`src/rtl/prefetch.sv`:
```
// Instruction prefetch queue: sequential word reads into a small {pc, ir} FIFO.
// Optional PREFETCH_BYPASS_EN forwards a fresh bus word straight to fetch when the queue is empty.
module prefetch #(
  parameter int unsigned DEPTH    = 4,
  parameter logic [31:0] RESET_PC = 32'h0000_0000
) (
  input  logic        clk_i,
  input  logic        rst_ni,
  input  logic        flush_i,
  input  logic [31:0] flush_pc_i,
  output logic        bus_req_o,
  output logic [31:0] bus_addr_o,
  input  logic        bus_ack_i,
  input  logic [31:0] bus_data_i,
  output logic        valid_o,
  input  logic        ready_i,
  output logic [31:0] pc_o,
  output logic [31:0] ir_o
);

  localparam int unsigned AW = $clog2(DEPTH);
  localparam int unsigned CW = AW + 1;
  localparam logic [CW-1:0] FULL = CW'(DEPTH);

  typedef enum logic [1:0] {
    ST_IDLE,
    ST_REQ,
    ST_DISCARD
  } state_t;

  state_t        state;
  logic [CW-1:0] count;
  logic [CW-1:0] count_nxt;
  logic [AW-1:0] rd_ptr;
  logic [AW-1:0] wr_ptr;
  logic [31:0]   mem_pc [DEPTH];
  logic [31:0]   mem_ir [DEPTH];
  logic [31:0]   tgt_q;
  logic [31:0]   target;
  logic          xfer;
  logic          push;
  logic          pop;
  logic          head_valid;

  assign target     = flush_pc_i & ~32'h3;
  assign bus_req_o  = (state != ST_IDLE);
  assign xfer       = bus_req_o & bus_ack_i;
  assign head_valid = (count != '0);

`ifdef PREFETCH_BYPASS_EN
  logic byp;
  assign byp     = (count == '0) & xfer & (state == ST_REQ) & ~flush_i;
  assign valid_o = head_valid | byp;
  assign pc_o    = byp ? bus_addr_o :
                   (head_valid ? mem_pc[rd_ptr] : '0);
  assign ir_o    = byp ? bus_data_i :
                   (head_valid ? mem_ir[rd_ptr] : '0);
  // A bypassed word taken by fetch never occupies a slot
  assign push    = xfer & (state == ST_REQ) & ~flush_i &
                   ~(byp & ready_i);
`else
  assign valid_o = head_valid;
  assign pc_o    = head_valid ? mem_pc[rd_ptr] : '0;
  assign ir_o    = head_valid ? mem_ir[rd_ptr] : '0;
  assign push    = xfer & (state == ST_REQ) & ~flush_i;
`endif

  assign pop       = head_valid & ready_i & ~flush_i;
  assign count_nxt = count + CW'(push) - CW'(pop);

  always_ff @(posedge clk_i) begin
    if (!rst_ni) begin
      state      <= ST_IDLE;
      count      <= '0;
      rd_ptr     <= '0;
      wr_ptr     <= '0;
      bus_addr_o <= RESET_PC;
      tgt_q      <= RESET_PC;
    end else begin
      if (push) begin
        mem_pc[wr_ptr] <= bus_addr_o;
        mem_ir[wr_ptr] <= bus_data_i;
      end
      if (flush_i) begin
        count  <= '0;
        rd_ptr <= '0;
        wr_ptr <= '0;
      end else begin
        count <= count_nxt;
        if (push) wr_ptr <= wr_ptr + 1'b1;
        if (pop)  rd_ptr <= rd_ptr + 1'b1;
      end
      unique case (state)
        ST_IDLE: begin
          if (flush_i) begin
            bus_addr_o <= target;
            state      <= ST_REQ;
          end else if (count < FULL) begin
            state <= ST_REQ;
          end
        end
        ST_REQ: begin
          if (flush_i) begin
            if (bus_ack_i) begin
              bus_addr_o <= target;
            end else begin
              tgt_q <= target;
              state <= ST_DISCARD;
            end
          end else if (bus_ack_i) begin
            bus_addr_o <= bus_addr_o + 32'd4;
            if (count_nxt >= FULL) state <= ST_IDLE;
          end
        end
        ST_DISCARD: begin
          // The stale read must complete before the new stream starts
          if (flush_i) begin
            if (bus_ack_i) begin
              bus_addr_o <= target;
              state      <= ST_REQ;
            end else begin
              tgt_q <= target;
            end
          end else if (bus_ack_i) begin
            bus_addr_o <= tgt_q;
            state      <= ST_REQ;
          end
        end
        default: state <= ST_IDLE;
      endcase
    end
  end

endmodule

```
`config.mk`:
```
export PLATFORM = sky130hd
export DESIGN_NAME = prefetch
export DESIGN_NICKNAME = d
export VERILOG_FILES = /design/src/rtl/prefetch.sv
export SDC_FILE = /design/constraint.sdc
export NUM_CORES = 1
export LEC_CHECK = 0
export BUFFER_PORTS_ARGS = -buffer_cell sky130_fd_sc_hd__buf_2
export CAP_MARGIN = 10
export CELL_PAD_IN_SITES_DETAIL_PLACEMENT = 0
export CELL_PAD_IN_SITES_GLOBAL_PLACEMENT = 1
export CORE_MARGIN = 3
export CORE_UTILIZATION = 45
export DETAILED_ROUTE_END_ITERATION = 16
export PLACE_DENSITY_LB_ADDON = 0.15
export SETUP_SLACK_MARGIN = 0.5
export SLEW_MARGIN = 25
export SYNTH_ARGS = -nofsm -noshare
export SYNTH_HDL_FRONTEND = slang
export SYNTH_SLANG_ARGS = --single-unit
```
`constraint.sdc`:
```
create_clock -name clk_i -period 8.4 [get_ports clk_i]
set_input_delay 1.26 -clock clk_i [delete_from_list [all_inputs] [get_ports clk_i]]
set_output_delay 1.26 -clock clk_i [all_outputs]
set_load 0.01 [all_outputs]
```
### Word level (Yosys, flattened, before mapping)

Memory sizes are Yosys's and may differ from the RTL's. A register that Yosys moved wholly into a read port is not among the register bits.
Index checks and enable logic that the tools add are counted.

| word-level totals | value |
|---|---|
| memories | 2 |
| register bits | 71 |
| memory bits (writable) | 256 |
| output and inout port bits | 98 |

Memories:

| memory | depth | width | rd ports | clocked after Yosys merged registers in | write ports | RTL line | source |
|---|---|---|---|---|---|---|---|
| mem_ir | 4 | 32 | 1 | 1 | 1 | 37 | `logic [31:0] mem_ir [DEPTH];` |
| mem_pc | 4 | 32 | 1 | 1 | 1 | 36 | `logic [31:0] mem_pc [DEPTH];` |

| cells by class | value |
|---|---|
| bitwise gates (word level) | 8 |
| $add $sub $neg | 5 |
| magnitude comparators | 2 |
| reductions and logical operators | 9 |
| multiplexer cells | 24 |
| equal/unequal tests | 9 |

Operator list:

| kind | number |
|---|---|
| 32-bit two-way mux | 8 |
| 32-bit one-hot mux with 3 select lines | 1 |
| 32-bit by 3-bit adder with 32-bit output (second input constant) | 1 |
| 2-bit two-way mux | 11 |
| 3-bit != test (second input constant) | 4 |
| 2-bit one-hot mux with 3 select lines | 1 |
| 3-bit nonzero test | 2 |
| 1-bit AND | 5 |
| 5-bit AND reduction | 1 |
| 2-bit by 1-bit adder with 2-bit output (second input constant) | 2 |
| 2-bit != test (second input constant) | 2 |
| 4-bit AND reduction | 1 |
| 2-bit OR reduction | 2 |
| 3-bit by 1-bit adder with 3-bit output | 1 |
| 3-bit >= comparator (second input constant) | 1 |
| 3-bit < comparator (second input constant) | 1 |
| 1-bit two-way mux | 3 |
| 3-bit by 2-bit != test with 1-bit output (second input constant) | 1 |
| 1-bit NOT | 3 |
| 3-bit AND reduction | 1 |
| 3-bit by 1-bit subtractor with 3-bit output | 1 |
| 2-bit by 1-bit == test with 1-bit output (second input constant) | 1 |
| 2-bit == test (second input constant) | 1 |
| 2-bit zero test | 1 |
| 2-bit nonzero test | 1 |

### Longest topological paths before layout

Gate-level depths: netlist (run 1).

| logic depth | value |
|---|---|
| depth in word-level cells | 11 |
| gate-level depth with buffers | 16 |
| depth with buffers taken out | 15 |

### Least setup slack after synthesis (run 1)

No wires, ideal clock.

| timing | value |
|---|---|
| path kind | input-to-reg |
| start point | input port flush_i |
| end point | memory mem_ir[1][0], enable pin |
| path slack | 4,125 ps |
| cell stages on the path | 5 |
| arrival time | 3,846 ps |
| cell sequence | buf_4 buf_6 nand2b_1 nor3_1 and3_1 |

| between the ends | value |
|---|---|
| longest elaborated chain between the ends | 5 |

RTL lines:

| item | RTL line | source |
|---|---|---|
| start, declared | 9 | `input logic flush_i,` |
| 1-bit NOT | 65 | `assign push = xfer & (state == ST_REQ) & ~flush_i;` |
| 1-bit AND | 65 |  |
| 1-bit two-way mux | 80 | `if (push) begin` |
| 1-bit two-way mux | 72 | `if (!rst_ni) begin` |
| 1-bit two-way mux (not written as such) | 82 | `mem_ir[wr_ptr] <= bus_data_i;` |
| end, declared | 37 |  |

Every way passes these cells.

### Worst setup path after layout (run 1)

| timing | value |
|---|---|
| start point | register state[1] |
| end point | register state[0] |

| between the ends | value |
|---|---|
| longest elaborated chain between the ends | 9 |
| elaborated cells on any way between the ends | 17 |
| those cells by class | add/sub: 2; order compare: 1; eq/ne: 7; mux: 1; bitwise: 3; reduce/logical: 3 |

RTL lines:

| item | RTL line | source |
|---|---|---|
| start, declared | 31 | `state_t state;` |
| start signal, assigned | 73 | `state <= ST_IDLE;` |
| start signal, assigned | 97 | `state <= ST_REQ;` |
| start signal, assigned | 99 | `state <= ST_REQ;` |
| 2-bit nonzero test | 46 | `assign bus_req_o = (state != ST_IDLE);` |
| 1-bit AND | 47 | `assign xfer = bus_req_o & bus_ack_i;` |
| 1-bit AND (2 in a row) | 65 |  |
| 3-bit by 1-bit adder with 3-bit output | 69 | `assign count_nxt = count + CW'(push) - CW'(pop);` |
| 3-bit by 1-bit subtractor with 3-bit output | 69 |  |
| 3-bit >= comparator | 112 | `if (count_nxt >= FULL) state <= ST_IDLE;` |
| 3-bit by 2-bit != test with 1-bit output (no source line) | -- |  |
| 5-bit AND reduction (no source line) | -- |  |

Parallel ways exist; a longest one is shown, timed or not.
A chain may end at the register's enable or synchronous reset.

==> metrics list, run 1 <==
- Result of the run: completed
* Cell area after layout: approximately 17000 sq um
* CTS tree: yes
* Post-route non-filler standard cell count: between 1500 and 2000
* Worst hold slack across all endpoints: between 400 and 500 ps
- Setup violations, final: 0
- Via count: 9001
- Cell-internal power: 2.85 mW
- Largest net degree at the start of global routing: 67
- For this run, the share of the core covered by cells in the final layout is 53.6%.
- By instance count, the leading cell after synthesis is sky130_fd_sc_hd__edfxtp_1.
- Net switching is about 26% of the power.
* Worst setup skew after layout: 11.3 ps
- The number of clock buffers added by TritonCTS is 36.
* RSZ-0062 raised after global routing: no
* Worst-case headroom to the max-slew limit: 32.7%
- Part of the power in combinational logic: 10.7%
- Number of antenna violations at the first check in global routing: 0
- Post-synthesis register bit count: between 300 and 400
- Number of fill cells: around 2600
* Clk buf depth: 3
- Count of pins over their slew limit: 0
* Number of nets still failing antenna checks after routing: 0
- Endpoint kind of the worst setup timing path: flip-flop
- Fraction of layout instances using a drive strength above 1: around a quarter
- Final Hold Vio Count: 0
- Worst path slowest cell: sky130_fd_sc_hd__nor3_1
- Transition time at the pin with the least slew margin: 1010 ps
- After detailed placement, the design holds a cell count of 1522.
- The initial utilization of the core area, before any placement, comes to 46.0%.
- For this design, the CTS-stage hold fixing added 0 buffers.
* Drt total wl: between 30000 and 40000 um
- Summed over all layers, the global routing overflow is 0.
- Worst setup SP type: flip-flop
- Netlist cell types: 72
- For the worst setup path, the data arrival time is 5470 ps.
- Maximum resistive drop on vdd: 153 uV
* Start-to-end type of the worst setup path: flip-flop to flip-flop
- Avg WL per Cell: 21.0 um
- Post-CTS Resized: 0
- Summing all flip-flop and latch instances after layout gives 9160 sq um.
- Ports placed on the boundary: ~170
- Commonest register cell after synthesis: sky130_fd_sc_hd__edfxtp_1
- Classification of the worst-slack hold path: flip-flop to flip-flop
- Max Fanout on Critical Path: 20
* HPWL after detailed placement: 19600 um
- Part of the power in the clock network: 38.8%
- Based on the critical path, the design can be clocked at up to 199 MHz.
- Async SR Flop Fraction: 0%
- Number of input and output port buffers inserted: 164
* Share of the cycle needed by the critical path after routing: 59.9%
- Total global-route track usage: between 10% and 20%
- The tool flagged a number of max-cap violations equal to 0.
- Net switching power of the design: 0.988 mW
- Worst path cell trace: inv_1 -> ha_1 -> nand2b_1 -> nor3_1 -> inv_1 -> ha_1 -> inv_1 -> ha_1 -> inv_1 -> fa_1 -> xnor3_1 -> o21ai_0 -> a21oi_1 -> or4_1 -> a21oi_1
- Data on the critical path is required at its endpoint by 8850 ps.
- Number of enable-type register cells in the synthesized netlist: between 200 and 300
- Area used by multi-input combinational logic: 4740 sq um
- Vias/cell: 5.66
* Netlist area before placement: 14200 sq um
- The floorplan has 64 rows.
- Remaining DRCs: 0
- Sequential cells burn 50.5% of the power.
- Final Critical Period: 5030 ps
- The die covers 33800 sq um.
- Most Frequent Cell on Critical Path: sky130_fd_sc_hd__inv_1
* Net count after synthesis: 1099
- The pre-antenna-repair detailed-routing pass consisted of 5 iterations.
- The core region is 30900 sq um.
- Relative to the synthesized area, the layout overhead comes to 16.4%.
* Placement Setup Slack: 3020 ps
- Die height: ~180 um
* Clock tree sinks: 329
- For this run, the number of Yosys warnings is 0.
- For this run, the post-layout net count is 1250.
- The first global-routing pass estimated 51800 um of wire.
- Dominant cell type by area after synthesis: sky130_fd_sc_hd__edfxtp_1
- The share of the Yosys chip area taken by registers is 64.3%.
* Vias in the first global route: 8905
- Width of the die: 184 um
- Count of antenna diodes in the layout: 0
* H-tree depth: 2
* Mean post-synth cell area: approximately 14 sq um
* Static Leakage: around 6 nW
* Clock latency at the later pin of the worst-skew pair: 520 ps
- Routability cong.: 0.777
* Total power: 3.84 mW
- After synthesis, the largest area contributor takes up 54.0% of total cell area.
- In this run the power density over the cells is between 200 and 250 nW/um^2.
- After routing, the total negative slack on setup checks comes to 0 ps.
* Number of buffers inserted to repair setup after CTS: 0
- Sorting the synthesized cells by area gives the leading types as sky130_fd_sc_hd__edfxtp_1 54%, sky130_fd_sc_hd__dfxtp_1 10%, sky130_fd_sc_hd__mux4_2 10%.
* Root Driver: sky130_fd_sc_hd__clkbuf_16
- For this run, the slowest stage of the critical path takes 930 ps.
- Leading cell types by count after synthesis: 256 x sky130_fd_sc_hd__edfxtp_1, 97 x sky130_fd_sc_hd__nand2_1, 73 x sky130_fd_sc_hd__dfxtp_1
- After clock tree synthesis, the clock-pin slew on the worst setup and hold paths is 60 ps.
* Post-detailed-placement cell area: 15400 sq um
- Number of DRC markers in iteration 0: slightly above 700
- Synthesis handed over a netlist of 1017 instances.
- After layout, the worst setup slack is 3370 ps.
==> flip-flops by register name, indices dropped and copies added, names as in the netlist, named ones only <==
register / count
mem_pc: 128
count: 3
bus_addr_o: 32
tgt_q: 30
wr_ptr: 2
state: 2
mem_ir: 128
rd_ptr: 2
==> cell families (layout without fill, tap and decap cells) <==
logic type                 after synthesis  count (layout)  synth area share, %
xor gates and xnor gates                13              13                0.897
buffers and inverters                   81             257                 2.53
adders and majority gates               13              13                 1.20
DFF                                    329             329                 64.3
AOI/OAI and AO/OA                      192             192                 8.84
and+or+nand+nor                        307             307                 10.8
muxes                                   82              82                 11.4
==> worst max-delay path, delay by kind of cell, from the launching register on <==
family,cells,cell delay (ps)
compound gates,3,430
buf+inv,4,320
flops,1,360
fa+ha+maj,4,1530
simple gates,3,2100
xor+xnor,1,230
==> path summary, 6_finish.rpt <==
kind	slack, ps	end	cells after the start	start
max reg2reg	3370	state[0]$_SDFFE_PN0P_	15	state[1]$_SDFFE_PN0P_
min	450	tgt_q[21]$_SDFFE_PN0P_	2	tgt_q[21]$_SDFFE_PN0P_
max	3370	state[0]$_SDFFE_PN0P_	15	state[1]$_SDFFE_PN0P_
min reg2reg	450	tgt_q[21]$_SDFFE_PN0P_	2	tgt_q[21]$_SDFFE_PN0P_
==> power groups by stage <==
stage / logic, mW / clock network [mW] / registers [mW]
6_report: 0.412 / 1.49 / 1.94
5_1_grt: 0.456 / 1.60 / 1.95
4_1_cts: 0.413 / 1.53 / 1.94
2_1_floorplan: 0.257 / 0 / 1.94
3_3_place_gp: 0.408 / 0 / 1.97
3_5_place_dp: 0.412 / 0 / 1.97
==> cells in the final DEF (no fill, tap or decap), types with 17 or more instances in the layout <==
| master | count |
|---|---|
| sky130_fd_sc_hd__nand2_1 | 97 |
| sky130_fd_sc_hd__mux2i_1 | 17 |
| sky130_fd_sc_hd__dfxtp_1 | 71 |
| sky130_fd_sc_hd__edfxtp_1 | 256 |
| sky130_fd_sc_hd__clkbuf_16 | 36 |
| sky130_fd_sc_hd__o21ai_0 | 36 |
| sky130_fd_sc_hd__nor2_1 | 64 |
| sky130_fd_sc_hd__nand3_1 | 24 |
| sky130_fd_sc_hd__a21oi_1 | 70 |
| sky130_fd_sc_hd__mux4_2 | 64 |
| sky130_fd_sc_hd__and2_1 | 66 |
| sky130_fd_sc_hd__buf_2 | 164 |
==> layout make-up <==
cell class                 instances  area share [%]
clock inverter                    17           0.914
inverter                          16           0.363
multi-input combinational        607            28.7
timing repair buffer             178            5.99
clock buffer                      46            5.79
sequential                       329            55.3
tap                              396            2.99
==> layer usage <==
layer  global-route usage, %  vias to the layer above  part of all wire, %
met1                    28.5                     4485                   47
met5                       0                        -                    0
met4                    4.72                        0                  1.4
li1                        -                     4202                    -
met2                    31.7                      275                   46
met3                    2.91                       39                  5.6
Note: power is estimated with default switching activity, not from simulation.
==> inputs of run 2 (changes only) <==
--- a/config.mk
+++ b/config.mk
@@ -10,7 +10,7 @@
 export CELL_PAD_IN_SITES_DETAIL_PLACEMENT = 0
 export CELL_PAD_IN_SITES_GLOBAL_PLACEMENT = 1
 export CORE_MARGIN = 3
-export CORE_UTILIZATION = 45
+export CORE_UTILIZATION = 44
 export DETAILED_ROUTE_END_ITERATION = 16
 export PLACE_DENSITY_LB_ADDON = 0.15
 export SETUP_SLACK_MARGIN = 0.5
==> constraint.sdc (replaced) <==
create_clock -name clk_i -period 4.4 [get_ports clk_i]
set_input_delay 0.66 -clock clk_i [delete_from_list [all_inputs] [get_ports clk_i]]
set_output_delay 0.66 -clock clk_i [all_outputs]
set_load 0.01 [all_outputs]
==> run 2 against run 1 <==
Routed wire length is 1.1% higher; total power is 91% higher; register-to-register slack lost 2200 ps; sequential cell count stayed put; global-route usage shrank 0.053 points; critical path depth is 11 lower.
==> metrics list, run 2 (synthesized netlist as in run 1, its figures left out) <==
* Result of the run: completed
- Net switching is 25.6% of the power.
- The largest registers in the layout are mem_ir x128, mem_pc x128, bus_addr_o x32.
* HPWL after detailed placement: 21000 um
- In the layout the commonest cells are 256 x sky130_fd_sc_hd__edfxtp_1, 164 x sky130_fd_sc_hd__buf_2, 97 x sky130_fd_sc_hd__nand2_1, 71 x sky130_fd_sc_hd__dfxtp_1, 70 x sky130_fd_sc_hd__a21oi_1.
* Top Metal Used: met4
- Routability cong.: 0.818
* Avg WL per Cell: 21.0 um
* Width of the die: ~190 um
* Cell-internal power: 5.45 mW
- Total global-route track usage: 19.6%
- The kind of cell with the highest combined delay along the critical path is flip-flops.
* Root Driver: sky130_fd_sc_hd__clkbuf_16
- Start-to-end type of the worst setup path: flip-flop to output port
- Clock transition at the register clock pins on the worst setup and hold paths after CTS: 60 ps
* Data required time at the worst endpoint: 3740 ps
* Post-CTS Hold Buffers: 0
* Final Hold Vio Count: 0
- Before antenna repair, the detailed router went through 5 iterations.
- Static Leakage: between 5 and 6 nW
* Data arrival, critical path: 2660 ps
- The worst setup path is captured at an output port.
- Via count: 9023
- Remaining DRCs: 0
* Fraction of layout instances using a drive strength above 1: 26.8%
- Number of DRC markers in iteration 0: 677
- Combined buffer and inverter count along the critical path: 2
- On the critical path, the stage with the largest delay is an instance of sky130_fd_sc_hd__dfxtp_4.
- Clock skew on the completed layout was measured at 14.8 ps.
* Worst setup SP type: flip-flop
- Post-CTS Resized: 0
- Worst hold slack across all endpoints: 361 ps
* Share of the cycle needed by the critical path after routing: between 70% and 80%
- RSZ-0062 raised after global routing: no
- F_max: roughly 300 MHz
- For this design the ratio of total power to cell area is about 440 nW/um^2.
- Detailed route wirelength on metal2: 16200 um
- For this run, the post-layout net count is 1263.
- Classification of the worst-slack hold path: primary input to flip-flop
* Maximum resistive drop on vdd: 231 uV
- For this configuration, the core starts out at a cell density of 44.9%.
- Number of antenna violations at the first check in global routing: 0
- Leaving out fill and tap cells, the most frequent cell in the layout is sky130_fd_sc_hd__edfxtp_1.
* Clock tree sinks: between 300 and 400
* Max Fanout on Critical Path: 39
- Number of input and output port buffers inserted: 164
- Peak per-stage delay on the critical path: approximately 890 ps
* Ports placed on the boundary: around 170
* Vias/cell: 5.60
- TritonCTS created 36 clock buffers.
- Vias in the first global route: about 8900
- Entering global routing, the biggest net connects 66 pins.
* Met1 wire length: about 15000 um
* Total negative slack: 0 ps
* Core utilization of the finished layout: 52.4%
- The die covers between 30000 and 40000 sq um.
- Measured against its own limit, the worst slew margin works out to roughly a third.
* Area delta synth->final: 16.8%
- Drt total wl: 33800 um
* Final Critical Period: 3320 ps
- Total congestion overflow after global routing: 0
- Detailed routing placed a total of 2000 um of wire on met3.
- H-tree depth: 2
- Measured along the y axis, the die boundary spans 186 um.
- In this run the register-to-register setup slack is 1170 ps.
- Setup violations, final: 0
- The region available for standard cell placement spans 31700 sq um.
- The number of setup buffers added after CTS is 0.
- Max-cap violations in this run came to 0.
* Part of the power in combinational logic: a little over a tenth
- Count of pins over their slew limit: 0
- Clock latency on the worst-skew pair, taken at its later pin, is 520 ps.
- Number of nets still failing antenna checks after routing: 0
* Sequential fraction of design power: 50.6%
- Part of the power in the clock network: between 30% and 40%
- The first global-routing pass estimated 52100 um of wire.
- No sink is reached through more buffers than the 3 on the longest clock path.
* CTS tree: yes
- Traced cell by cell, the critical path runs through buf_4 -> mux4_2 -> and2_1 -> buf_2.
- In this run the core area contains 65 standard-cell rows.
- In this run the power spent charging and discharging nets is 1.88 mW.
- Transition time at the pin with the least slew margin: 1010 ps
run 2: changes by cell type in the layout (fill, tap and decap cells not counted), sizes merged:
cell	before	now
clkbuf	46	48
bufinv	2	1
clkinv	12	13
diode	0	1
buf	178	191
clkinvlp	1	2
inv	18	16
run 2: worst paths after layout:
check                                 to                   start  depth (start not counted)
setup / recovery                pc_o[13]               flip-flop                          4
hold reg to reg   tgt_q[11]$_SDFFE_PN0P_  tgt_q[11]$_SDFFE_PN0P_                          2
setup reg to reg   state[0]$_SDFFE_PN0P_   state[0]$_SDFFE_PN0P_                         15
hold / removal    mem_ir[1][6]$_DFFE_PP_           bus_data_i[6]                          1
run 2: per-layer routing:
layer / vias up / track usage [%]
li1: 4224 / -
met1: 4461 / 27.2
met2: 280 / 32.2
met3: 58 / 3.34
met4: 0 / 5.45
met5: - / 0
run 2: per-stage QoR:
step           total power [mW]  setup slack (ps)  cell area, sq um  instances
5_1_grt                    7.65               845             16600       1609
6_report                   7.33              1080             16600       1610
2_1_floorplan              4.20               725             14200       1017
4_1_cts                    7.41               945             16600       1609
3_3_place_gp               4.56               918             15500       1545
3_5_place_dp               4.57               914             15500       1545
run 2: final cells by class:
cell class	count	area (sq um)
repair buffers	191	1050
diodes	1	2.50
clock buffers	48	998
inverters	16	60.1
fillers	2750	15100
flip-flops and latches	329	9160
multi-input cells	607	4740
well taps	402	503
clock inverters	16	111
run 2: power by group through the flow:
stage | combinational [mW] | clock (mW) | sequential [mW]
detailed placement | 0.802 | 0 | 3.77
floorplan | 0.490 | 0 | 3.71
finish | 0.803 | 2.82 | 3.71
global route | 0.890 | 3.03 | 3.73
CTS | 0.806 | 2.90 | 3.70
global placement | 0.800 | 0 | 3.76
run 2: worst register-to-register path, delay by kind of cell, from the launching register on:
family	cells	cell delay (ps)
buf+inv	5	440
fa+ha+maj	4	1010
compound gates	3	410
simple gates	2	670
xor+xnor	1	220
flops	1	410
==> inputs of run 3 (changes only) <==
--- a/config.mk
+++ b/config.mk
@@ -10,7 +10,7 @@
 export CELL_PAD_IN_SITES_DETAIL_PLACEMENT = 0
 export CELL_PAD_IN_SITES_GLOBAL_PLACEMENT = 1
 export CORE_MARGIN = 3
-export CORE_UTILIZATION = 44
+export CORE_UTILIZATION = 45
 export DETAILED_ROUTE_END_ITERATION = 16
 export PLACE_DENSITY_LB_ADDON = 0.15
 export SETUP_SLACK_MARGIN = 0.5
==> constraint.sdc (replaced) <==
create_clock -name clk_i -period 3.3 [get_ports clk_i]
set_input_delay 0.495 -clock clk_i [delete_from_list [all_inputs] [get_ports clk_i]]
set_output_delay 0.495 -clock clk_i [all_outputs]
set_load 0.01 [all_outputs]
==> run 3 against run 2 <==
Count of clock-buffer cells in the layout grew 2; clock power grew 42%; combinational power grew 46%; sequential share of layout area shrank 1.2 points; critical path type is now flip-flop to flip-flop; sequential cell count is the same; final cell count grew 0.93%; largest cell class unchanged; worst setup slack lost 590 ps; utilization grew 2.6 points; highest routed layer unchanged; sequential power grew 32%.
==> metrics list, run 3 (synthesized netlist as in run 1, its figures left out) <==
- The clock arrives with roughly 12 ps of skew.
- Placed instance count: 1551
- In this run the worst setup path terminates at state[0]$_SDFFE_PN0P_.
- For this run, the share of the core covered by cells in the final layout is a little under three fifths.
- The detailed router finished its first iteration with 723 violations.
- F_max: 356 MHz
- In this run the deepest clock path goes through 3 buffers.
* Source of the critical timing path: count[1]$_SDFF_PP0_
- Count of antenna diodes in the layout: 0
- Vias in the first global route: 9106
- Slack of the worst reg-to-reg path: between 400 and 500 ps
* Post-CTS Hold Buffers: 0
- Placement Setup Slack: 276 ps
* Total global-route track usage: 20.8%
* Area delta synth->final: 19.6%
- Dividing the detail-routed via count by the number of cells gives 5.61.
- Total negative slack: 0 ps
- Max Fanout on Critical Path: 3
- The worst register-to-register path ends at state[0]$_SDFFE_PN0P_.
* HPWL after detailed placement: 21400 um
- The first detailed-routing pass took 5 iterations.
* Routability cong.: 0.798
* Wire length of the first global-routing pass: around 54000 um
- Number of antenna violations at the first check in global routing: 0
- In this run the standard cell core region covers between 30000 and 40000 sq um.
- Across all hold checks on the routed design, the worst slack comes to 198 ps.
- Worst-case headroom to the max-slew limit: 46.4%
- The routed design has 35400 um of wire.
- Worst R2R Path Depth: 12
- Via count: 9122
- On the worst path, the slowest cell contributes a delay of ~500 ps.
- The floorplan step defined a die boundary enclosing between 30000 and 40000 sq um.
* Total congestion overflow after global routing: 0
* Clock transition at the register clock pins on the worst setup and hold paths after CTS: 60 ps
- Data arrival, critical path: 3260 ps
- Leaving out fill and tap cells, the most frequent cells in the layout are 256 x sky130_fd_sc_hd__edfxtp_1, 164 x sky130_fd_sc_hd__buf_2, 97 x sky130_fd_sc_hd__nand2_1, 69 x sky130_fd_sc_hd__a21oi_1, 67 x sky130_fd_sc_hd__dfxtp_1.
* Number of input and output port buffers inserted: approximately 160
* RSZ-0062 raised after global routing: yes
- Worst path cell trace: or3_4 -> and3_4 -> ha_4 -> inv_4 -> ha_4 -> inv_2 -> fa_2 -> xnor3_1 -> o21ai_1 -> a21oi_1 -> or4_1 -> a21oi_2
- Pwr/cell area: 593 nW/um^2
- The total count of hold-check failures in the final report came to 0.
- Ports placed on the boundary: 167
- CTS tree: yes
- Data required time at the worst endpoint: 3750 ps
- After detailed routing, the number of remaining DRC violations is 0.
- Worst path slowest cell: sky130_fd_sc_hd__or4_1
- The run finished with clean final reports.
- Clock latency at the later pin of the worst-skew pair: between 500 and 600 ps
* Worst setup SP type: flip-flop
- Number of nets in the layout: 1284
* Largest registers: mem_ir x128, mem_pc x128, bus_addr_o x32
- Counting every sink on the clock net gives 329.
- Effective utilization at floorplan: a little under half
- Setup violations, final: 0
* Number of nets still failing antenna checks after routing: 0
- The worst register-to-register path begins at count[1]$_SDFF_PP0_.
- CTS placed an instance of sky130_fd_sc_hd__clkbuf_16 at the clock tree root.
- Maximum Capacitance Violations: 0
- Static Leakage: 6.11 nW
- Most common cell after layout, fill and taps aside: sky130_fd_sc_hd__edfxtp_1
- The number of max-slew violations in the final report was 0.
- Placement row count: 64
- After detailed routing, the average wire length per cell comes to 21.8 um.
- Classification of the worst-slack hold path: primary input to flip-flop
- Endpoint kind of the worst setup timing path: flip-flop
* Width of the die: 184 um
* Maximum resistive drop on vdd: 278 uV
- Share of the cycle needed by the critical path after routing: 85.1%
- Post-route non-filler standard cell count: approximately 1600
- The die is between 150 and 200 um tall.
* Total clock buffers created by CTS: 35
- Entering global routing, the biggest net connects 66 pins.
* Fraction of layout instances using a drive strength above 1: between 20% and 30%
- After layout, the worst setup slack is around 500 ps.
- Most Frequent Cell on Critical Path: sky130_fd_sc_hd__ha_4
- The setup path with the least slack is of type flip-flop to flip-flop.
* Final Critical Period: 2810 ps
- The clock tree synthesis step divided the H-tree into 2 levels.
- Transition time at the pin with the least slew margin: 803 ps
[run 3: cell types whose count changed in the layout (fill, tap and decap cells not counted), sizes merged]
cell / change
buf: +22
bufinv: +3
clkbuf: +2
clkinv: -5
clkinvlp: -1
diode: -1
inv: +1
[run 3: layer usage]
metal | part of all wire [%] | vias to the layer above | track usage [%] | wire, um
met4 | 2.3 | 0 | 5.59 | 806
met1 | 44 | 4537 | 29.2 | 15700
li1 | - | 4263 | - | -
met5 | 0 | - | 0 | 0
met2 | 48 | 271 | 34.1 | 17000
met3 | 5.3 | 51 | 3.62 | 1880
[run 3: timing repair]
| item | in CTS | in global routing |
|---|---|---|
| pin swaps | 9 | 5 |
| gates resized for setup | 21 | 2 |
| setup buffers | 8 | 2 |
| endpoints found under the setup margin | 42 | 1 |
[run 3: how the worst min path moves through the flow]
stage,startpoint,to,slack (ps),cells past startpoint
2_1_floorplan,tgt_q[11]$_SDFFE_PN0P_,tgt_q[11]$_SDFFE_PN0P_,430,2
3_3_place_gp,tgt_q[7]$_SDFFE_PN0P_,tgt_q[7]$_SDFFE_PN0P_,440,2
3_5_place_dp,tgt_q[7]$_SDFFE_PN0P_,tgt_q[7]$_SDFFE_PN0P_,450,2
4_1_cts,bus_data_i[0],mem_ir[0][0]$_DFFE_PP_,180,1
5_1_grt,bus_data_i[0],mem_ir[0][0]$_DFFE_PP_,180,1
6_report,bus_data_i[0],mem_ir[0][0]$_DFFE_PP_,200,1
[run 3: worst max-delay path: cells and delay by family (launching register included)]
family | cells | cell delay [ps]
simple gates | 3 | 1070
flops | 1 | 320
fa+ha+maj | 3 | 680
buf+inv | 2 | 100
compound gates | 3 | 350
xor+xnor | 1 | 220
[run 3: metrics by stage]
stage | instance area, sq um | power [mW]
after floorplan | 14300 | 5.61
after detailed placement | 15700 | 6.13
after global routing | 17000 | 10.5
after CTS | 17000 | 10.2
after global placement | 15700 | 6.11
final | 17000 | 10.1
[run 3: report_power, final]
| part | switching, mW | internal [mW] | leakage, nW |
|---|---|---|---|
| clock | 1.57 | 2.44 | 0.576 |
| sequential | 0.245 | 4.66 | 2.93 |
| combinational | 0.712 | 0.456 | 2.60 |
| total | 2.53 | 7.55 | 6.11 |
[run 3: layout make-up]
type | instances | area, sq um
multi-input cells | 607 | 4830
well taps | 396 | 495
clock buffers | 50 | 1000
flip-flops and latches | 329 | 9170
fillers | 2575 | 13900
clock inverters | 14 | 183
repair buffers | 213 | 1280
inverters | 16 | 65.1
